<file path="config.mk">
export PLATFORM = sky130hd
export DESIGN_NAME = red_peak_detector
export DESIGN_NICKNAME = d
export VERILOG_FILES = /design/src/rtl/red_peak_detector.sv
export SDC_FILE = /design/constraint.sdc
export NUM_CORES = 1
export LEC_CHECK = 0
export ABC_AREA = 1
export CELL_PAD_IN_SITES_DETAIL_PLACEMENT = 1
export CELL_PAD_IN_SITES_GLOBAL_PLACEMENT = 1
export CORE_MARGIN = 2
export CORE_UTILIZATION = 46
export CTS_BUF_LIST = sky130_fd_sc_hd__clkbuf_4
export DETAILED_ROUTE_END_ITERATION = 8
export HOLD_SLACK_MARGIN = 0.06
export PLACE_DENSITY = 0.83
export SLEW_MARGIN = 20
export SYNTH_ARGS = -nofsm -noshare
export SYNTH_HDL_FRONTEND = slang
export SYNTH_SLANG_ARGS = --single-unit
</file>
<file path="constraint.sdc">
create_clock -name CLK_Filter -period 6.3 [get_ports CLK_Filter]
set_input_delay 0.63 -clock CLK_Filter [delete_from_list [all_inputs] [get_ports CLK_Filter]]
set_output_delay 0.63 -clock CLK_Filter [all_outputs]
set_load 0.05 [all_outputs]
</file>
<file path="src/rtl/red_peak_detector.sv">
// Hysteresis peak/valley tracker with beat-interval measurement for the RED channel.
// Optional running interval average is enabled with `define RED_PEAK_AVG_EN.
module red_peak_detector #(
  parameter logic [19:0] HYST         = 20'd256,
  parameter int          WARMUP       = 25,
  parameter logic [15:0] MIN_INTERVAL = 16'd50
) (
  input  logic        CLK_Filter,
  input  logic        rst_n,
  input  logic        sample_valid,
  input  logic [19:0] Filtered_In,
  output logic [19:0] Peak_Value,
  output logic [19:0] Valley_Value,
  output logic [19:0] Amplitude,
  output logic [15:0] Peak_Interval,
  output logic        beat_valid,
  output logic        no_beat
`ifdef RED_PEAK_AVG_EN
  ,
  output logic [15:0] Avg_Interval,
  output logic        avg_valid
`endif
);

  localparam logic [1:0] ST_WARMUP  = 2'd0;
  localparam logic [1:0] ST_RISING  = 2'd1;
  localparam logic [1:0] ST_FALLING = 2'd2;

  localparam int            WCW      = $clog2(WARMUP + 2);
  localparam logic [WCW-1:0] WARM_LIM = WCW'(WARMUP);

  logic [1:0]     state_q,  state_d;
  logic [WCW-1:0] warm_q,   warm_d;
  logic [19:0]    max_q,    max_d;
  logic [19:0]    min_q,    min_d;
  logic [15:0]    cnt_q,    cnt_d;
  logic           have_q,   have_d;
  logic [19:0]    peak_q,   peak_d;
  logic [19:0]    valley_q, valley_d;
  logic [19:0]    amp_q,    amp_d;
  logic [15:0]    ivl_q,    ivl_d;
  logic           beat_q,   beat_d;
  logic           nobeat_q, nobeat_d;

  logic [20:0] x21_s;
  logic [15:0] cnt_inc_s;
  logic [19:0] amp_calc_s;

  // Next-state logic for the peak/valley FSM, interval counter and outputs
  always_comb begin
    state_d    = state_q;
    warm_d     = warm_q;
    max_d      = max_q;
    min_d      = min_q;
    cnt_d      = cnt_q;
    have_d     = have_q;
    peak_d     = peak_q;
    valley_d   = valley_q;
    amp_d      = amp_q;
    ivl_d      = ivl_q;
    beat_d     = 1'b0;
    x21_s      = {1'b0, Filtered_In};
    cnt_inc_s  = (cnt_q == 16'hFFFF) ? cnt_q : cnt_q + 16'd1;
    amp_calc_s = (max_q >= valley_q) ? (max_q - valley_q) : 20'd0;

    if (sample_valid) begin
      case (state_q)
        ST_WARMUP: begin
          if (warm_q < WARM_LIM) begin
            warm_d = warm_q + WCW'(1);
          end else begin
            max_d   = Filtered_In;
            min_d   = Filtered_In;
            state_d = ST_RISING;
          end
        end
        ST_RISING: begin
          cnt_d = cnt_inc_s;
          if (Filtered_In > max_q) begin
            max_d = Filtered_In;
          end else if ((x21_s + {1'b0, HYST}) < {1'b0, max_q}) begin
            min_d   = Filtered_In;
            state_d = ST_FALLING;
            // A saturated counter re-arms the detector without reporting a beat
            if (!have_q || (cnt_q == 16'hFFFF)) begin
              peak_d = max_q;
              have_d = 1'b1;
              cnt_d  = 16'd0;
            end else if (cnt_inc_s >= MIN_INTERVAL) begin
              peak_d = max_q;
              ivl_d  = cnt_inc_s;
              amp_d  = amp_calc_s;
              beat_d = 1'b1;
              cnt_d  = 16'd0;
            end else begin
              cnt_d = cnt_inc_s;
            end
          end else begin
            max_d = max_q;
          end
        end
        ST_FALLING: begin
          cnt_d = cnt_inc_s;
          if (Filtered_In < min_q) begin
            min_d = Filtered_In;
          end else if (x21_s > ({1'b0, min_q} + {1'b0, HYST})) begin
            valley_d = min_q;
            max_d    = Filtered_In;
            state_d  = ST_RISING;
          end else begin
            min_d = min_q;
          end
        end
        default: begin
          state_d = ST_WARMUP;
        end
      endcase
    end else begin
      beat_d = 1'b0;
    end

    nobeat_d = have_d && (cnt_d == 16'hFFFF);
  end

  // State and output registers
  always_ff @(posedge CLK_Filter or negedge rst_n) begin
    if (!rst_n) begin
      state_q  <= ST_WARMUP;
      warm_q   <= '0;
      max_q    <= 20'd0;
      min_q    <= 20'hFFFFF;
      cnt_q    <= 16'd0;
      have_q   <= 1'b0;
      peak_q   <= 20'd0;
      valley_q <= 20'd0;
      amp_q    <= 20'd0;
      ivl_q    <= 16'd0;
      beat_q   <= 1'b0;
      nobeat_q <= 1'b0;
    end else begin
      state_q  <= state_d;
      warm_q   <= warm_d;
      max_q    <= max_d;
      min_q    <= min_d;
      cnt_q    <= cnt_d;
      have_q   <= have_d;
      peak_q   <= peak_d;
      valley_q <= valley_d;
      amp_q    <= amp_d;
      ivl_q    <= ivl_d;
      beat_q   <= beat_d;
      nobeat_q <= nobeat_d;
    end
  end

  assign Peak_Value    = peak_q;
  assign Valley_Value  = valley_q;
  assign Amplitude     = amp_q;
  assign Peak_Interval = ivl_q;
  assign beat_valid    = beat_q;
  assign no_beat       = nobeat_q;

`ifdef RED_PEAK_AVG_EN
  logic [15:0] hist_q [4];
  logic [15:0] hist_d [4];
  logic [15:0] avg_q,    avg_d;
  logic        avgv_q,   avgv_d;
  logic [2:0]  nbeats_q, nbeats_d;
  logic [17:0] sum_s;

  // Interval history, cleared when the timeout indication rises
  always_comb begin
    for (int i = 0; i < 4; i++) begin
      hist_d[i] = hist_q[i];
    end
    avg_d    = avg_q;
    avgv_d   = avgv_q;
    nbeats_d = nbeats_q;
    sum_s    = {2'b00, cnt_inc_s} + {2'b00, hist_q[0]} + {2'b00, hist_q[1]} + {2'b00, hist_q[2]};
    if (nobeat_d && !nobeat_q) begin
      for (int i = 0; i < 4; i++) begin
        hist_d[i] = 16'd0;
      end
      nbeats_d = 3'd0;
      avgv_d   = 1'b0;
    end else if (beat_d) begin
      hist_d[0] = cnt_inc_s;
      hist_d[1] = hist_q[0];
      hist_d[2] = hist_q[1];
      hist_d[3] = hist_q[2];
      avg_d     = sum_s[17:2];
      nbeats_d  = (nbeats_q >= 3'd4) ? 3'd4 : nbeats_q + 3'd1;
      avgv_d    = (nbeats_d >= 3'd4);
    end else begin
      avgv_d = avgv_q;
    end
  end

  // Average registers
  always_ff @(posedge CLK_Filter or negedge rst_n) begin
    if (!rst_n) begin
      for (int i = 0; i < 4; i++) begin
        hist_q[i] <= 16'd0;
      end
      avg_q    <= 16'd0;
      avgv_q   <= 1'b0;
      nbeats_q <= 3'd0;
    end else begin
      for (int i = 0; i < 4; i++) begin
        hist_q[i] <= hist_d[i];
      end
      avg_q    <= avg_d;
      avgv_q   <= avgv_d;
      nbeats_q <= nbeats_d;
    end
  end

  assign Avg_Interval = avg_q;
  assign avg_valid    = avgv_q;
`endif

endmodule

</file>
==> results.sh <==
export IMPL_synth_compound_area_share_pct=12.5
export IMPL_synthesis_area_per_instance_um2=7.75
export IMPL_critical_path_reg2reg_startpoint="max_q[15]$_DFFE_PN0P_"
export IMPL_worst_endpoint_required_ns=6.81
export IMPL_die_width_um=147
export IMPL_grt_ovfl_total=0
export IMPL_critical_path_s_top_delay_family="simple AND/OR/NAND/NOR gates"
export IMPL_worst_r2r_setup_slack_ns=2.49
export IMPL_drtIter0Drc=355
export IMPL_cts_resized_gates=0
export IMPL_gp_congestion=0.904
export IMPL_hold_violations=0
export IMPL_antenna_violations_before_repair=1
export IMPL_mostFrequentLayoutCells="nand2_1, inv_1, dfrtp_1, o21ai_0, clkdlybuf4s50_1"
export IMPL_antenna_violating_nets_post_route=0
export IMPL_slew_headroom_pct=31.8
export IMPL_cts_post_setup_buffers_inserted=0
export IMPL_finalClockSkew_ns=0.0237
export IMPL_detail_route_wl_per_cell_um=17.4
export IMPL_ys_seq_area_share_pct=38.0
export IMPL_timing_reg2reg_worst_path_depth=14
export IMPL_cts_root_buf="clkbuf_4"
export IMPL_chipHeight_um=147
export IMPL_fillers=2533
export IMPL_timing_critical_path_slowest_cell_delay_ns=0.61
export IMPL_post_route_cells_drive_above_1_share_pct=9.00
export IMPL_pwr_per_cell_area_nw_per_um2=404
export IMPL_rsz0062_at_grt="false"
export IMPL_netlist_area_um2=9410
export IMPL_maxSlewViolCount=0
export IMPL_yosysWarningCount=0
export IMPL_portBuffers=100
export IMPL_clock_sinks=142
export IMPL_detailed_place_hpwl_mm=21.9
export IMPL_critical_path_endpoint_type="register"
export IMPL_clkSlewWorstSetupHoldPaths_ns=0.13
export IMPL_finalCritPeriodShare_pct=69.3
export IMPL_register_area_um2=3580
export IMPL_synth_adder_area_share_pct=12.5
export IMPL_synth_top_area_cell="dfrtp_1"
export IMPL_crit_type="in2reg"
export IMPL_dieArea_um2=21600
export IMPL_post_synth_inst_count=1213
export IMPL_drt_total_wl_mm=27.8
export IMPL_setup_violations_final=0
export IMPL_postPlaceCellArea_um2=10600
export IMPL_layout_cells_most_common="nand2_1"
export IMPL_rows=52
export IMPL_synth_cell_types=46
export IMPL_finalInstanceArea_um2=11000
export IMPL_post_synth_mux_area_share_pct=0.120
export IMPL_first_global_vias=8762
export IMPL_post_cts_hold_buffer_count=0
export IMPL_totalNegativeSetupSlack_ns=0
export IMPL_power_static_leakage_nw=5.35
export IMPL_synth_seq_cells=142
export IMPL_initial_core_util_pct=46.6
export IMPL_synth_top_cell_area_share_pct=32.5
export IMPL_multi_input_comb_area_um2=5060
export IMPL_largest_family_of_logic_cells_by_synthesized_area="simple AND/OR/NAND/NOR gates"
export IMPL_route_detailed_vias_per_inst=5.34
export IMPL_final_util_pct=54.4
export IMPL_synthesis_nets=1329
export IMPL_timing_worst_slew_pin_value_ns=1.02
export IMPL_ctsHtreeMaxLevel=4
export IMPL_synth_area_leaders="dfrtp_1, ha_1, nand2_1"
export IMPL_critical_path_n_buffers_inverters=3
export IMPL_floorplan_io_pins=101
export IMPL_outcome="complete, no violations"
export IMPL_pin_count_of_the_biggest_net_entering_global_routing=85
export IMPL_via_count=8510
export IMPL_worst_hold_path_type="in2async"
export IMPL_clk_latency_ns=0.59
export IMPL_critPathArrivalTime_ns=4.88
export IMPL_worst_path_max_delay_cell="clkdlybuf4s50_1"
export IMPL_grt_first_pass_wirelength_mm=45.4
export IMPL_clock_period_minus_final_worst_setup_slack_ns=4.37
export IMPL_drc_errors=0
export IMPL_worstReg2RegEnd="Amplitude[8]$_DFFE_PN0P_"
export IMPL_max_vdd_ir_drop_mv=0.155
export IMPL_detailedRoute_firstPassIterationCount=5
export IMPL_critical_path_startpoint_type="input port"
export IMPL_cap_violations=0
export IMPL_path_max_fanout=25
export IMPL_core_box_area_um2=20200
export IMPL_fmaxAchievable_mhz=229
export IMPL_clock_tree_buffer_depth=2
export IMPL_synthToLayoutAreaGrowth_pct=16.7
export IMPL_synth_simple_gate_area_share_pct=25.2
export IMPL_post_synth_xor_area_fraction_pct=3.45
export IMPL_cts_buffers_inserted=17
export IMPL_critical_path_cell_chain="clkdlybuf4s50_1 -> inv_1 -> nor3_1 -> nand3_1 -> nor3_1 -> nand4_1 -> xor2_1 -> ha_1 -> inv_1 -> o211ai_1 -> nor2_1 -> nand3_1 -> nor2_1 -> nand3_2 -> nor2_2 -> nand3_1 -> nand2_1"
export IMPL_cts_tree="yes"
export IMPL_final_net_count=1425
export IMPL_critical_path_top_cell_by_count="nand3_1"
export IMPL_groute_usage_overall_pct=26.6
-- per-layer routing --
metal	track usage [%]	share of wire, %	wire length [um]
met1	36.6	48	13400
met2	43.5	46	12800
met3	3.32	3.4	943
met4	9.23	2.5	690
met5	0	0	0
-- report_power, final --
group          total (mW)  switching [mW]  internal, mW
Sequential           1.35           0.214          1.14
Combinational        2.39            1.59         0.805
Clock               0.690           0.365         0.325
Total                4.44            2.17          2.27
-- worst max path at each step --
stage / startpoint / end / slack [ns] / cells past startpoint
global placement: Filtered_In[10] / Amplitude[17]$_DFFE_PN0P_ / 1.56 / 19
global route: Filtered_In[10] / Amplitude[17]$_DFFE_PN0P_ / 1.54 / 19
finish: Filtered_In[10] / Amplitude[8]$_DFFE_PN0P_ / 1.93 / 17
CTS: Filtered_In[10] / Amplitude[8]$_DFFE_PN0P_ / 2.00 / 17
detailed placement: Filtered_In[10] / Amplitude[8]$_DFFE_PN0P_ / 1.40 / 17
floorplan: Filtered_In[10] / no_beat$_DFF_PN0_ / 3.10 / 24
-- cells in the mapped netlist (all sizes together) --
cell type	count
o211ai	2
inv	165
ha	92
dfstp	20
nand2	338
mux2	1
a31o	1
clkbuf	11
nor2	85
or2	9
nand3b	3
fa	1
xor2	30
o21ai	118
o311ai	1
xnor2	7
nor4	3
buf	18
o21a	3
a211oi	7
nand3	54
a21boi	3
nor3	17
o31ai	7
dfrtp	122
nand4	26
a21oi	53
a31oi	4
a22o	6
o21bai	2
a21o	4
-- registers in the layout (all words and copies together) (netlist names) --
name,count
min_q,20
state_q,2
max_q,20
Peak_Value,20
beat_valid,1
no_beat,1
cnt_q,16
Peak_Interval,16
Valley_Value,20
warm_q,5
Amplitude,20
have_q,1
-- cell type report --
class | count | area share (%)
clock buffer | 19 | 1.30
multi-input combinational | 877 | 46.1
timing repair buffer | 106 | 9.54
inverter | 165 | 5.64
antenna | 1 | 0.0228
sequential | 142 | 32.6
clock inverter | 13 | 1.72
tap | 270 | 3.08
-- per-stage QoR --
| stage | total power, mW | instances | hold WS, ns | setup slack (ns) |
|---|---|---|---|---|
| 2_1_floorplan | 2.99 | 1213 | 0.334 | 3.10 |
| 3_3_place_gp | 3.62 | 1560 | 0.451 | 1.56 |
| 3_5_place_dp | 3.73 | 1560 | 0.470 | 1.40 |
| 4_1_cts | 4.44 | 1592 | 0.0892 | 2.00 |
| 5_1_grt | 4.82 | 1593 | 0.127 | 1.54 |
| 6_report | 4.44 | 1593 | 0.0969 | 1.93 |
-- worst reg2reg max path: stages, from the launching register on --
cell and delay [ns]:
dfrtp_1 0.52, inv_1 0.13, ha_1 0.32, nand2_1 0.07
nor2_1 0.12, nand2_1 0.14, nor2_1 0.26, nand4_1 0.26
a21boi_1 0.26, nand2_1 0.10, nor2_1 0.25, nand3_2 0.49
nor2_2 0.59, nand3_1 0.14, nand2_1 0.09
-- cells by family after synthesis --
| kind of cell | after synthesis |
|---|---|
| AO/OA/AOI/OAI | 211 |
| XOR/XNOR | 37 |
| AND/OR/NAND/NOR | 535 |
| flip-flops | 142 |
| buffers and inverters | 194 |
| multiplexers | 1 |
| adder cells (fa/ha/maj) | 93 |
Power figures use the tool's default switching activity.
